`src/rtl/mcu_trigger_spi_slave.sv`:
```
// mcu_trigger_spi_slave: drum-hit event FIFO served to the MCU over mode-0 SPI.
// Define TIMESTAMP_EN for 32-bit frames carrying a prescaled push timestamp.
module mcu_trigger_spi_slave #(
  parameter int          FIFO_DEPTH  = 8,
  parameter int          SYNC_STAGES = 2,
  parameter logic [15:0] FLUSH_CMD   = 16'hFFFF
) (
  input  logic                        clk,
  input  logic                        fpga_rst_n,
  input  logic                        trig_valid,
  input  logic [3:0]                  trig_drum_id,
  input  logic [6:0]                  trig_velocity,
  input  logic                        mcu_sck,
  input  logic                        mcu_sdi,
  input  logic                        mcu_load,
  output logic                        mcu_sdo,
  output logic                        mcu_done,
  output logic [$clog2(FIFO_DEPTH):0] fifo_level,
  output logic                        overflow_led
);
  localparam int AW = $clog2(FIFO_DEPTH);
`ifdef TIMESTAMP_EN
  localparam int FW = 32;
  localparam int EW = 30;
`else
  localparam int FW = 16;
  localparam int EW = 14;
`endif
  localparam logic [1:0] IDLE   = 2'd0;
  localparam logic [1:0] STAGED = 2'd1;
  localparam logic [1:0] SHIFT  = 2'd2;
  localparam logic [5:0] FW_L   = 6'(FW);
  localparam logic [AW:0] FULL_L = (AW+1)'(FIFO_DEPTH);

  logic [SYNC_STAGES-1:0] sck_sync, sdi_sync, load_sync;
  logic sck_s, sdi_s, load_s, sck_d, load_d;
  logic sck_rise, sck_fall, load_rise, load_fall;

  logic [EW-1:0] mem [FIFO_DEPTH];
  logic [AW-1:0] wr_ptr, rd_ptr;
  logic [AW:0]   count;
  logic [2:0]    seq;
  logic full, empty, push, pop, flush, drop;
  logic [EW-1:0] entry_in, head;
  logic [FW-1:0] frame;

  logic [1:0]    state;
  logic [FW-1:0] tx_shift;
  logic [15:0]   rx_shift;
  logic [5:0]    bit_cnt;
  logic tx_valid, tx_ovf, ovf_new, pend_ovf;
  logic xfer_end, complete;

  assign sck_s     = sck_sync[SYNC_STAGES-1];
  assign sdi_s     = sdi_sync[SYNC_STAGES-1];
  assign load_s    = load_sync[SYNC_STAGES-1];
  assign sck_rise  = sck_s & ~sck_d;
  assign sck_fall  = ~sck_s & sck_d;
  assign load_rise = load_s & ~load_d;
  assign load_fall = ~load_s & load_d;

  assign full     = (count == FULL_L);
  assign empty    = (count == '0);
  assign xfer_end = (state == SHIFT) && load_fall;
  assign complete = xfer_end && (bit_cnt == FW_L);
  assign flush    = complete && (rx_shift == FLUSH_CMD);
  assign pop      = complete && !flush && tx_valid;
  assign push     = trig_valid && (!full || pop || flush);
  assign drop     = trig_valid && !push;
  assign head     = mem[rd_ptr];
  assign fifo_level = count;

`ifdef TIMESTAMP_EN
  logic [25:0] ts_cnt;

  // Free-running cycle counter; upper 16 bits are the 2^10-prescaled stamp
  always_ff @(posedge clk or negedge fpga_rst_n) begin
    if (!fpga_rst_n) ts_cnt <= '0;
    else             ts_cnt <= ts_cnt + 1'b1;
  end

  assign entry_in = {ts_cnt[25:10], trig_drum_id, trig_velocity, seq};
  assign frame    = {head[EW-1:14], 1'b1, pend_ovf, head[13:0]};
`else
  assign entry_in = {trig_drum_id, trig_velocity, seq};
  assign frame    = {1'b1, pend_ovf, head};
`endif

  // Bring the SPI pins into the clk domain and keep one cycle of history
  always_ff @(posedge clk or negedge fpga_rst_n) begin
    if (!fpga_rst_n) begin
      sck_sync  <= '0;
      sdi_sync  <= '0;
      load_sync <= '0;
      sck_d     <= 1'b0;
      load_d    <= 1'b0;
    end else begin
      sck_sync[0]  <= mcu_sck;
      sdi_sync[0]  <= mcu_sdi;
      load_sync[0] <= mcu_load;
      for (int i = 1; i < SYNC_STAGES; i++) begin
        sck_sync[i]  <= sck_sync[i-1];
        sdi_sync[i]  <= sdi_sync[i-1];
        load_sync[i] <= load_sync[i-1];
      end
      sck_d  <= sck_s;
      load_d <= load_s;
    end
  end

  // Event storage; contents need no reset since pointers gate reads
  always_ff @(posedge clk) begin
    if (push) mem[wr_ptr] <= entry_in;
  end

  // Queue pointers, occupancy and sequence numbering
  always_ff @(posedge clk or negedge fpga_rst_n) begin
    if (!fpga_rst_n) begin
      wr_ptr <= '0;
      rd_ptr <= '0;
      count  <= '0;
      seq    <= '0;
    end else begin
      if (push) begin
        wr_ptr <= wr_ptr + 1'b1;
        seq    <= seq + 1'b1;
      end
      if (flush) begin
        rd_ptr <= wr_ptr;
        count  <= {{AW{1'b0}}, push};
      end else begin
        if (pop) rd_ptr <= rd_ptr + 1'b1;
        case ({push, pop})
          2'b10:   count <= count + 1'b1;
          2'b01:   count <= count - 1'b1;
          default: count <= count;
        endcase
      end
    end
  end

  // Overflow tracking; ovf_new marks drops the in-flight frame missed
  always_ff @(posedge clk or negedge fpga_rst_n) begin
    if (!fpga_rst_n) begin
      pend_ovf     <= 1'b0;
      overflow_led <= 1'b0;
      ovf_new      <= 1'b0;
    end else begin
      if (flush) begin
        pend_ovf     <= 1'b0;
        overflow_led <= 1'b0;
      end else if (drop) begin
        pend_ovf     <= 1'b1;
        overflow_led <= 1'b1;
      end else if (pop && tx_ovf && !ovf_new) begin
        pend_ovf <= 1'b0;
      end
      if (state == SHIFT)
        ovf_new <= ovf_new | drop;
      else if (state == STAGED && load_rise)
        ovf_new <= drop;
      else
        ovf_new <= 1'b0;
    end
  end

  // Frame staging and SPI shift engine
  always_ff @(posedge clk or negedge fpga_rst_n) begin
    if (!fpga_rst_n) begin
      state    <= IDLE;
      tx_shift <= '0;
      rx_shift <= '0;
      bit_cnt  <= '0;
      tx_valid <= 1'b0;
      tx_ovf   <= 1'b0;
      mcu_sdo  <= 1'b0;
      mcu_done <= 1'b0;
    end else begin
      unique case (state)
        IDLE: begin
          mcu_done <= 1'b0;
          mcu_sdo  <= 1'b0;
          if (!empty) begin
            tx_shift <= frame;
            tx_valid <= 1'b1;
            tx_ovf   <= pend_ovf;
            mcu_sdo  <= frame[FW-1];
            state    <= STAGED;
          end else if (load_rise) begin
            tx_shift <= '0;
            tx_valid <= 1'b0;
            tx_ovf   <= 1'b0;
            rx_shift <= '0;
            bit_cnt  <= '0;
            state    <= SHIFT;
          end
        end
        STAGED: begin
          mcu_done     <= 1'b1;
          tx_shift[14] <= pend_ovf;
          tx_ovf       <= pend_ovf;
          if (load_rise) begin
            rx_shift <= '0;
            bit_cnt  <= '0;
            state    <= SHIFT;
          end
        end
        SHIFT: begin
          if (load_fall) begin
            if (bit_cnt == FW_L) begin
              mcu_done <= 1'b0;
              mcu_sdo  <= 1'b0;
              state    <= IDLE;
            end else if (tx_valid) begin
              tx_shift <= frame;
              tx_ovf   <= pend_ovf;
              mcu_sdo  <= frame[FW-1];
              state    <= STAGED;
            end else begin
              mcu_sdo <= 1'b0;
              state   <= IDLE;
            end
          end else if (bit_cnt != FW_L) begin
            if (sck_rise) begin
              rx_shift <= {rx_shift[14:0], sdi_s};
              bit_cnt  <= bit_cnt + 1'b1;
            end
            if (sck_fall) begin
              tx_shift <= {tx_shift[FW-2:0], 1'b0};
              mcu_sdo  <= tx_shift[FW-2];
            end
          end
        end
        default: state <= IDLE;
      endcase
    end
  end
endmodule

```
`config.mk`:
```
export PLATFORM = sky130hd
export DESIGN_NAME = mcu_trigger_spi_slave
export DESIGN_NICKNAME = d
export VERILOG_FILES = /design/src/rtl/mcu_trigger_spi_slave.sv
export SDC_FILE = /design/constraint.sdc
export NUM_CORES = 1
export LEC_CHECK = 0
export CAP_MARGIN = 10
export CORE_MARGIN = 4
export CORE_UTILIZATION = 38
export DETAILED_ROUTE_END_ITERATION = 10
export GPL_TIMING_DRIVEN = 0
export PLACE_DENSITY = 0.65
export SLEW_MARGIN = 20
export SYNTH_ARGS = -nofsm -noshare
export SYNTH_HDL_FRONTEND = slang
export SYNTH_SLANG_ARGS = --single-unit
```
`constraint.sdc`:
```
create_clock -name clk -period 3.5 [get_ports clk]
set_input_delay 0.7 -clock clk [delete_from_list [all_inputs] [get_ports clk]]
set_output_delay 0.7 -clock clk [all_outputs]
set_load 0.03 [all_outputs]
```
==> flow_summary.ini, run 1 <==
[setup_path]
path_max_fanout = 10
cp_slowest_cell = dfrtp_1
cpPeakStageDelay_ps = 440
r2r_slack_ps = 300
cpLargestDelayFamily = simple AND/OR/NAND/NOR gates
crit_path_start_kind = register
arrival_ps = 3540
crit_path_end_kind = register
crit_path_cell_trace = inv_1 -> ha_1 -> nor4bb_2 -> nand3_1 -> nor3_2 -> ha_1 -> a21o_1 -> a21o_1 -> nor4_1 -> a31oi_1 -> mux2i_1
worst-path-buf-inv = 1
required_ps = 3840
crit_type = reg -> reg

[placed_design]
port_buffers = 23
dp_hpwl_um = 10600
place_congestion = 0.794

[sta]
fin_crit_sh_pct = 91.3
tightest_slew_ps = 1060
maxSlewHeadroom_pct = 28.5
fin_worst_skew_ps = 13.3
hold_ws_ps = 94.5
finalHoldViolCount = 0
slew_viol_final = 0
period_needed_ps = 3200
timing.fmax_ghz = 0.313
rsz0062_at_grt = no
setup-violations-final = 0

[clock_tree]
numClockSinks = 179
tritoncts = done
post-cts-setup-buffers = 0
clock_latency_ps = 430
clk_pin_slew_ps = 70
htreeDepth = 4
ctsRootBufferMaster = clkbuf_16
cts_max_path_buffers = 2
cts_buffers = 17

[synthesis]
synth_warnings = 0
ys_ff_latch = 179
syn_area_um2 = 7630
yosysTopAreaCell = edfxtp_1
yosysUniqueCellTypes = 56
async_flop_share_pct = 37.4
synth_area_leaders = edfxtp_1 44%, dfrtp_1 22%, mux4_2 8.3%
synth_top_area_share_pct = 44.1
avgSynthCellArea_um2 = 15.1
synth-main-ff-cell = edfxtp_1
synth-edff-count = 112
yosysSeqAreaShare_pct = 66.1
synthesis.instances = 506
synth_nets = 535

[routing]
wl_per_cell_um = 18.5
drc = 0
routed_via_density = 5.30
vias = 4458
wl_um = 15600
ant_nets = 0
first_iter_violations = 245
dr.pass1.iters = 5

[grt]
grt_pass1_wl_um = 25700
grt_overflow = 0
grt_use_total_pct = 15.0
grt_pass1_vias = 4646
grt_max_degree = 59
antenna_found_initial = 0

[layout]
final_core_util_pct = 45.8
final_cell_mix = 112 x edfxtp_1, 67 x dfrtp_1, 61 x nand2_1, 31 x mux2_2, 28 x mux4_2
register_area_um2 = 5040
final_common_cell = edfxtp_1
multiInputGateArea_um2 = 2480
nets = 592
n_antenna_cell = 0
fill_cells = 1729
syn_to_final_growth_pct = 17.6
drive_gt1_share_pct = 22.6

[floorplanning]
die_w_um = 150
core_um2 = 19600
start_util_pct = 38.9
die_area_um2 = 22400
io_pins = 24
fp.dieH_um = 150
rows = 51

[pwr]
vdd_ir_drop_max_mv = 0.421
power.density_nw_per_um2 = 715
p_leak_uw = 0.00322

[job]
max_cap_violations = 0

[hold_path]
hold_path_class = in -> async

[run_status]
outcome = complete, no violations
cells in the mapped netlist, types with 4 or more instances:
master and n:
mux4_2 28, inv_1 8, a21oi_1 6, a31oi_1 5
dfrtp_1 67, nor3_1 9, mux2_2 31, ha_1 11
mux2i_1 7, o21ai_0 25, clkbuf_1 22, nand2_1 61
nand3_1 11, xnor2_1 4, nor2_1 15, a22o_1 17
nand4_1 5, buf_2 5, nand2b_1 4, edfxtp_1 112
a21o_1 4
final cells by class:
class                      instances  area share, %
sequential                       179           56.2
multi-input combinational        289           27.7
clock buffer                      18           4.79
timing repair buffer              38           4.27
tap                              265           3.70
clock inverter                    14           1.59
buffer                            30           1.42
inverter                           8          0.335
where the power goes:
part / switching (uW) / internal (uW)
sequential: 233 / 2710
clock: 875 / 949
combinational: 922 / 720
timing repair:
action	CTS	global route
resized for setup	0	3
hold buffers	0	0
setup endpoints to repair	0	17
sequential cells by signal (all words and copies together) (netlist names), 2 cells and up:
register,count
tx_shift,15
load_sync,2
wr_ptr,3
state,2
mem,112
rx_shift,16
seq,3
bit_cnt,6
fifo_level,4
sck_sync,2
sdi_sync,2
rd_ptr,3
kinds of logic (layout without fill, tap and decap cells):
group,count (synthesis),after routing,synth area share [%]
multiplexers,66,66,13.8
AND/OR/NAND/NOR,124,124,7.84
buffers and inverters,38,108,2.05
flip-flops,179,179,66.1
adder cells (fa/ha/maj),12,12,2.07
XOR/XNOR,7,7,0.804
AO/OA/AOI/OAI,80,80,7.40
worst paths after layout:
| kind | startpoint | to | cells after the start |
|---|---|---|---|
| setup / recovery | state[0] | fifo_level[3] | 11 |
| hold / removal | fpga_rst_n | fifo_level[1] | 1 |
| setup reg to reg | state[0] | fifo_level[3] | 11 |
| hold reg to reg | sdi_sync[0] | sdi_sync[1] | 0 |
| max in group asynchronous | fpga_rst_n | bit_cnt[2] | 2 |
| min in group clk | sdi_sync[0] | sdi_sync[1] | 0 |
layer usage:
| layer | up-vias | global-route usage [%] | part of all wire, % | wire length, um |
|---|---|---|---|---|
| li1 | 2054 | - | - | - |
| met1 | 2286 | 19.8 | 44 | 6880 |
| met2 | 102 | 24.4 | 50 | 7820 |
| met3 | 16 | 4.30 | 4.5 | 696 |
| met4 | 0 | 3.98 | 1.1 | 173 |
| met5 | - | 0 | 0 | 0 |
stage by stage:
| stage | cells | cell area [um2] | TNS, ps | total power (uW) | worst slack, ps |
|---|---|---|---|---|---|
| global placement | 794 | 8190 | -127260 | 4450 | -1130 |
| detailed placement | 809 | 8380 | 0 | 4610 | 166 |
| finish | 841 | 8970 | 0 | 6410 | 305 |
| CTS | 841 | 8950 | 0 | 6450 | 79.2 |
| global route | 841 | 8970 | 0 | 6750 | 4.68 |
| floorplan | 506 | 7630 | 0 | 4030 | 335 |
(Power assumes the default switching activity.)
==> run 2: changes to the inputs <==
--- a/config.mk
+++ b/config.mk
@@ -11,6 +11,8 @@
 export DETAILED_ROUTE_END_ITERATION = 10
 export GPL_TIMING_DRIVEN = 0
 export PLACE_DENSITY = 0.65
+export RECOVER_POWER = 100
+export SKIP_CTS_REPAIR_TIMING = 1
 export SLEW_MARGIN = 20
 export SYNTH_ARGS = -nofsm -noshare
 export SYNTH_HDL_FRONTEND = slang
==> run 2 against run 1 <==
Via count decreased by 1.1%; combinational power down 5%; sequential power about the same; sequential share of layout area rose by 0.63 points; die area unchanged; critical endpoint is now mem[4][5]; largest power group unchanged.
==> flow_summary.ini, run 2 (synthesis gave the netlist of run 1 again) <==
[grt]
use_met2_pct = 24.4
grt_use_total_pct = 15.0
grt.busiest_layer = met2
antenna_found_initial = 0
grt_util_met3_pct = 4.30
grt_pass1_wl_um = 25700
grt_max_degree = 59
grt_pass1_vias = 4646
grt_overflow = 0
use_met1_pct = 19.8

[placed_design]
dp_hpwl_um = 10600
port_buffers = 23
detailedPlace.worstSlack_ps = 166
placed_area_um2 = 8380
dp_cells = 809
place_congestion = 0.794

[setup_path]
ff2ff_path_depth = 10
arrival_ps = 3420
crit_type = reg -> reg
path_max_fanout = 7
crit_path_start_kind = register
required_ps = 3640
crit_path_end_kind = register

[floorplanning]
rows = 51
core_um2 = 19600
io_pins = 24
start_util_pct = 38.9
fp.dieH_um = 150
die_area_um2 = 22400
die_w_um = 150

[layout]
final_cell_mix = 112 x edfxtp_1, 67 x dfrtp_1, 61 x nand2_1, 28 x mux4_2
top_register = mem
fin_cells = 841
n_antenna_cell = 0
final_area_um2 = 8870
nets = 592
largest_reg_flops = 112
syn_to_final_growth_pct = 16.3
drive_gt1_share_pct = 19.6
reg_top3 = mem x112, rx_shift x16, tx_shift x15
final_common_cell = edfxtp_1

[sta]
hold_ws_ps = 206
rsz0062_at_grt = no
fin_worst_skew_ps = 9.85
slew_viol_final = 0
timing.fmax_ghz = 0.305
tightest_slew_ps = 1420
setup-tns-final_ps = 0
period_needed_ps = 3280
fin_ws_ps = 220
finalHoldViolCount = 0
setup-violations-final = 0
fin_crit_sh_pct = 93.7
maxSlewHeadroom_pct = 5.55

[routing]
routed_via_density = 5.24
first_iter_violations = 242
wl_um = 15400
ant_nets = 0
drc = 0
vias = 4410
dr.pass1.iters = 4
wl_per_cell_um = 18.4

[clock_tree]
numClockSinks = 179
cts_max_path_buffers = 2
clk_pin_slew_ps = 70
htreeDepth = 4
clock_latency_ps = 440
cts_buffers = 17
ctsRootBufferMaster = clkbuf_16
tritoncts = done

[hold_path]
hold_path_class = in -> async

[pwr]
power.density_nw_per_um2 = 714
internal-power_uw = 4330
vdd_ir_drop_max_mv = 0.420
p_seq_share_pct = 46.5
power.switching_uw = 2000
power.share.clock_pct = 28.8
p_sw_share_pct = 31.6
p_leak_uw = 0.00318
p_comb_share_pct = 24.7

[run_status]
outcome = complete, no violations

[job]
max_cap_violations = 0
run 2: final cells by class:
type                       count  area, um2
multi-input combinational    289       2450
buffer                        30        118
inverter                       8       30.0
clock inverter                14        143
timing repair buffer          38        327
fill                        1749      10700
tap                          265        332
clock buffer                  18        429
sequential                   179       5040
run 2: power groups by stage:
stage | Combinational (uW) | Sequential [uW] | Clock, uW
5_1_grt | 1720 | 2990 | 1960
3_5_place_dp | 1630 | 2980 | 0
4_1_cts | 1640 | 2950 | 1860
2_1_floorplan | 1040 | 2990 | 0
3_3_place_gp | 1480 | 2970 | 0
6_report | 1560 | 2940 | 1820
run 2: critical path, stage by stage, from the launching register on:
cell      delay (ps)
dfrtp_1          440
inv_1            130
ha_1             250
nor4bb_2         360
and2_0           180
clkbuf_1         240
o21a_1           260
o21bai_1         170
nor3_2           530
buf_6            230
clkbuf_4         200
run 2: final timing paths:
kind	from	endpoint	slack [ps]
setup / recovery	state[0]	mem[4][5]	220
hold / removal	fpga_rst_n	fifo_level[1]	210
setup reg to reg	state[0]	mem[4][5]	220
hold reg to reg	sdi_sync[0]	sdi_sync[1]	360
max in group asynchronous	fpga_rst_n	state[0]	1540
min in group clk	sdi_sync[0]	sdi_sync[1]	360
run 2: metrics by stage:
| step | total power [uW] | utilization, % |
|---|---|---|
| after global routing | 6670 | 45.3 |
| after floorplan | 4030 | - |
| after detailed placement | 4610 | 42.8 |
| after CTS | 6450 | 45.7 |
| after global placement | 4450 | 41.8 |
| final | 6330 | 45.3 |
run 2: layer usage:
metal  part of all wire (%)  vias to the layer above
met5                      0                        -
li1                       -                     2058
met4                   0.40                        0
met2                     51                       87
met3                    4.8                        4
met1                     44                     2261
==> run 3: changes to the inputs <==
--- a/config.mk
+++ b/config.mk
@@ -7,10 +7,10 @@
 export LEC_CHECK = 0
 export CAP_MARGIN = 10
 export CORE_MARGIN = 4
-export CORE_UTILIZATION = 38
+export CORE_UTILIZATION = 50
 export DETAILED_ROUTE_END_ITERATION = 10
 export GPL_TIMING_DRIVEN = 0
-export PLACE_DENSITY = 0.65
+export PLACE_DENSITY = 0.78
 export RECOVER_POWER = 100
 export SKIP_CTS_REPAIR_TIMING = 1
 export SLEW_MARGIN = 20
==> run 3 against run 2 <==
Sequential cell count did not move; largest power group unchanged; core utilization up 15 points; global-route usage up 3.4 points; combinational power about the same; non-clock buffer count up 2; critical endpoint is now mem[2][13].
==> flow_summary.ini, run 3 (synthesis gave the netlist of run 1 again) <==
[sta]
tightest_slew_ps = 1350
setup-violations-final = 0
period_needed_ps = 3290
fin_crit_sh_pct = 94.1
setup-tns-final_ps = 0
timing.fmax_ghz = 0.304
slew_viol_final = 0
maxSlewHeadroom_pct = 10.0
rsz0062_at_grt = yes
finalHoldViolCount = 0
fin_worst_skew_ps = 8.76

[placed_design]
dp_hpwl_um = 10500
dp_cells = 728
port_buffers = 23
place_congestion = 0.825

[grt]
grt_pass1_vias = 4635
grt_use_total_pct = 18.4
antenna_found_initial = 0
grt_max_degree = 57
grt_pass1_wl_um = 24700
grt_overflow = 0

[layout]
largest_reg_flops = 112
final_common_cell = edfxtp_1
final_core_util_pct = 59.8
fin_cells = 762
nets = 594
drive_gt1_share_pct = 20.8
top_register = mem
n_antenna_cell = 0
syn_to_final_growth_pct = 15.7
final_cell_mix = 112 x edfxtp_1, 67 x dfrtp_1, 61 x nand2_1, 28 x mux4_2
reg_top3 = mem x112, rx_shift x16, tx_shift x15

[setup_path]
cpPeakStageDelay_ps = 440
crit_path_start_kind = register
cp_slowest_cell = dfrtp_1
r2r_slack_ps = 210
crit_path_end_kind = register
path_max_fanout = 6
worst-path-buf-inv = 4
arrival_ps = 3440
required_ps = 3650
crit_path_cell_trace = inv_1 -> ha_1 -> nor4bb_1 -> and2_0 -> clkbuf_1 -> o21a_1 -> o21ai_0 -> nor3_2 -> buf_4 -> buf_6
crit_type = reg -> reg
cpLargestDelayFamily = simple AND/OR/NAND/NOR gates

[floorplanning]
io_pins = 24
die_area_um2 = 17300
core_um2 = 14800
start_util_pct = 51.7
rows = 44
fp.dieH_um = 132
die_w_um = 132

[clock_tree]
tritoncts = done
cts_buffers = 17
numClockSinks = 179
clock_latency_ps = 430
cts_max_path_buffers = 2
clk_pin_slew_ps = 70
htreeDepth = 4
ctsRootBufferMaster = clkbuf_16

[routing]
wl_um = 15400
first_iter_violations = 463
vias = 4508
ant_nets = 0
drc = 0
dr.pass1.iters = 5
wl_per_cell_um = 20.2
routed_via_density = 5.92

[pwr]
vdd_ir_drop_max_mv = 0.704
power.density_nw_per_um2 = 719
p_leak_uw = 0.00321
p_total_uw = 6350

[run_status]
outcome = complete, no violations

[hold_path]
hold_path_class = in -> async

[job]
max_cap_violations = 0
run 3: final timing paths:
kind,to,start,cells after the start
max in group asynchronous,rd_ptr[0],fpga_rst_n,2
max,mem[2][13],state[0],10
min reg2reg,load_sync[1],load_sync[0],0
max reg2reg,mem[2][13],state[0],10
min,fifo_level[1],fpga_rst_n,1
min in group clk,load_sync[1],load_sync[0],0
run 3: routing by layer:
| metal | up-vias | global-route usage, % | wire [um] |
|---|---|---|---|
| li1 | 2058 | - | - |
| met2 | 115 | 31.1 | 8040 |
| met5 | - | 0 | 0 |
| met3 | 14 | 5.31 | 670 |
| met4 | 0 | 4.08 | 124 |
| met1 | 2321 | 23.9 | 6580 |
run 3: final cells by class:
type,instances,area (um2)
fill,1085,5930
clock buffer,17,425
timing repair buffer,40,379
sequential,179,5040
multi-input combinational,289,2460
inverter,8,30.0
buffer,30,118
clock inverter,15,140
tap,184,230
run 3: worst register-to-register path, delay by kind of cell, from the launching register on:
family / cells / cell delay, ps
compound gates: 2 / 520
fa+ha+maj: 1 / 260
buf+inv: 4 / 770
flops: 1 / 440
simple gates: 3 / 1020
run 3: report_power, final:
| part | leakage, uW | total (uW) | switching (uW) | internal [uW] |
|---|---|---|---|---|
| clock | 0.000276 | 1800 | 859 | 942 |
| combinational | 0.00108 | 1590 | 896 | 698 |
| sequential | 0.00185 | 2960 | 241 | 2710 |
run 3: stage by stage:
stage	area [um2]	hold WS (ps)	setup WS, ps
floorplan	7630	331	335
global placement	8090	345	-917
detailed placement	8280	338	126
CTS	8850	97.7	85.4
global route	8830	324	-85.1
finish	8830	259	208
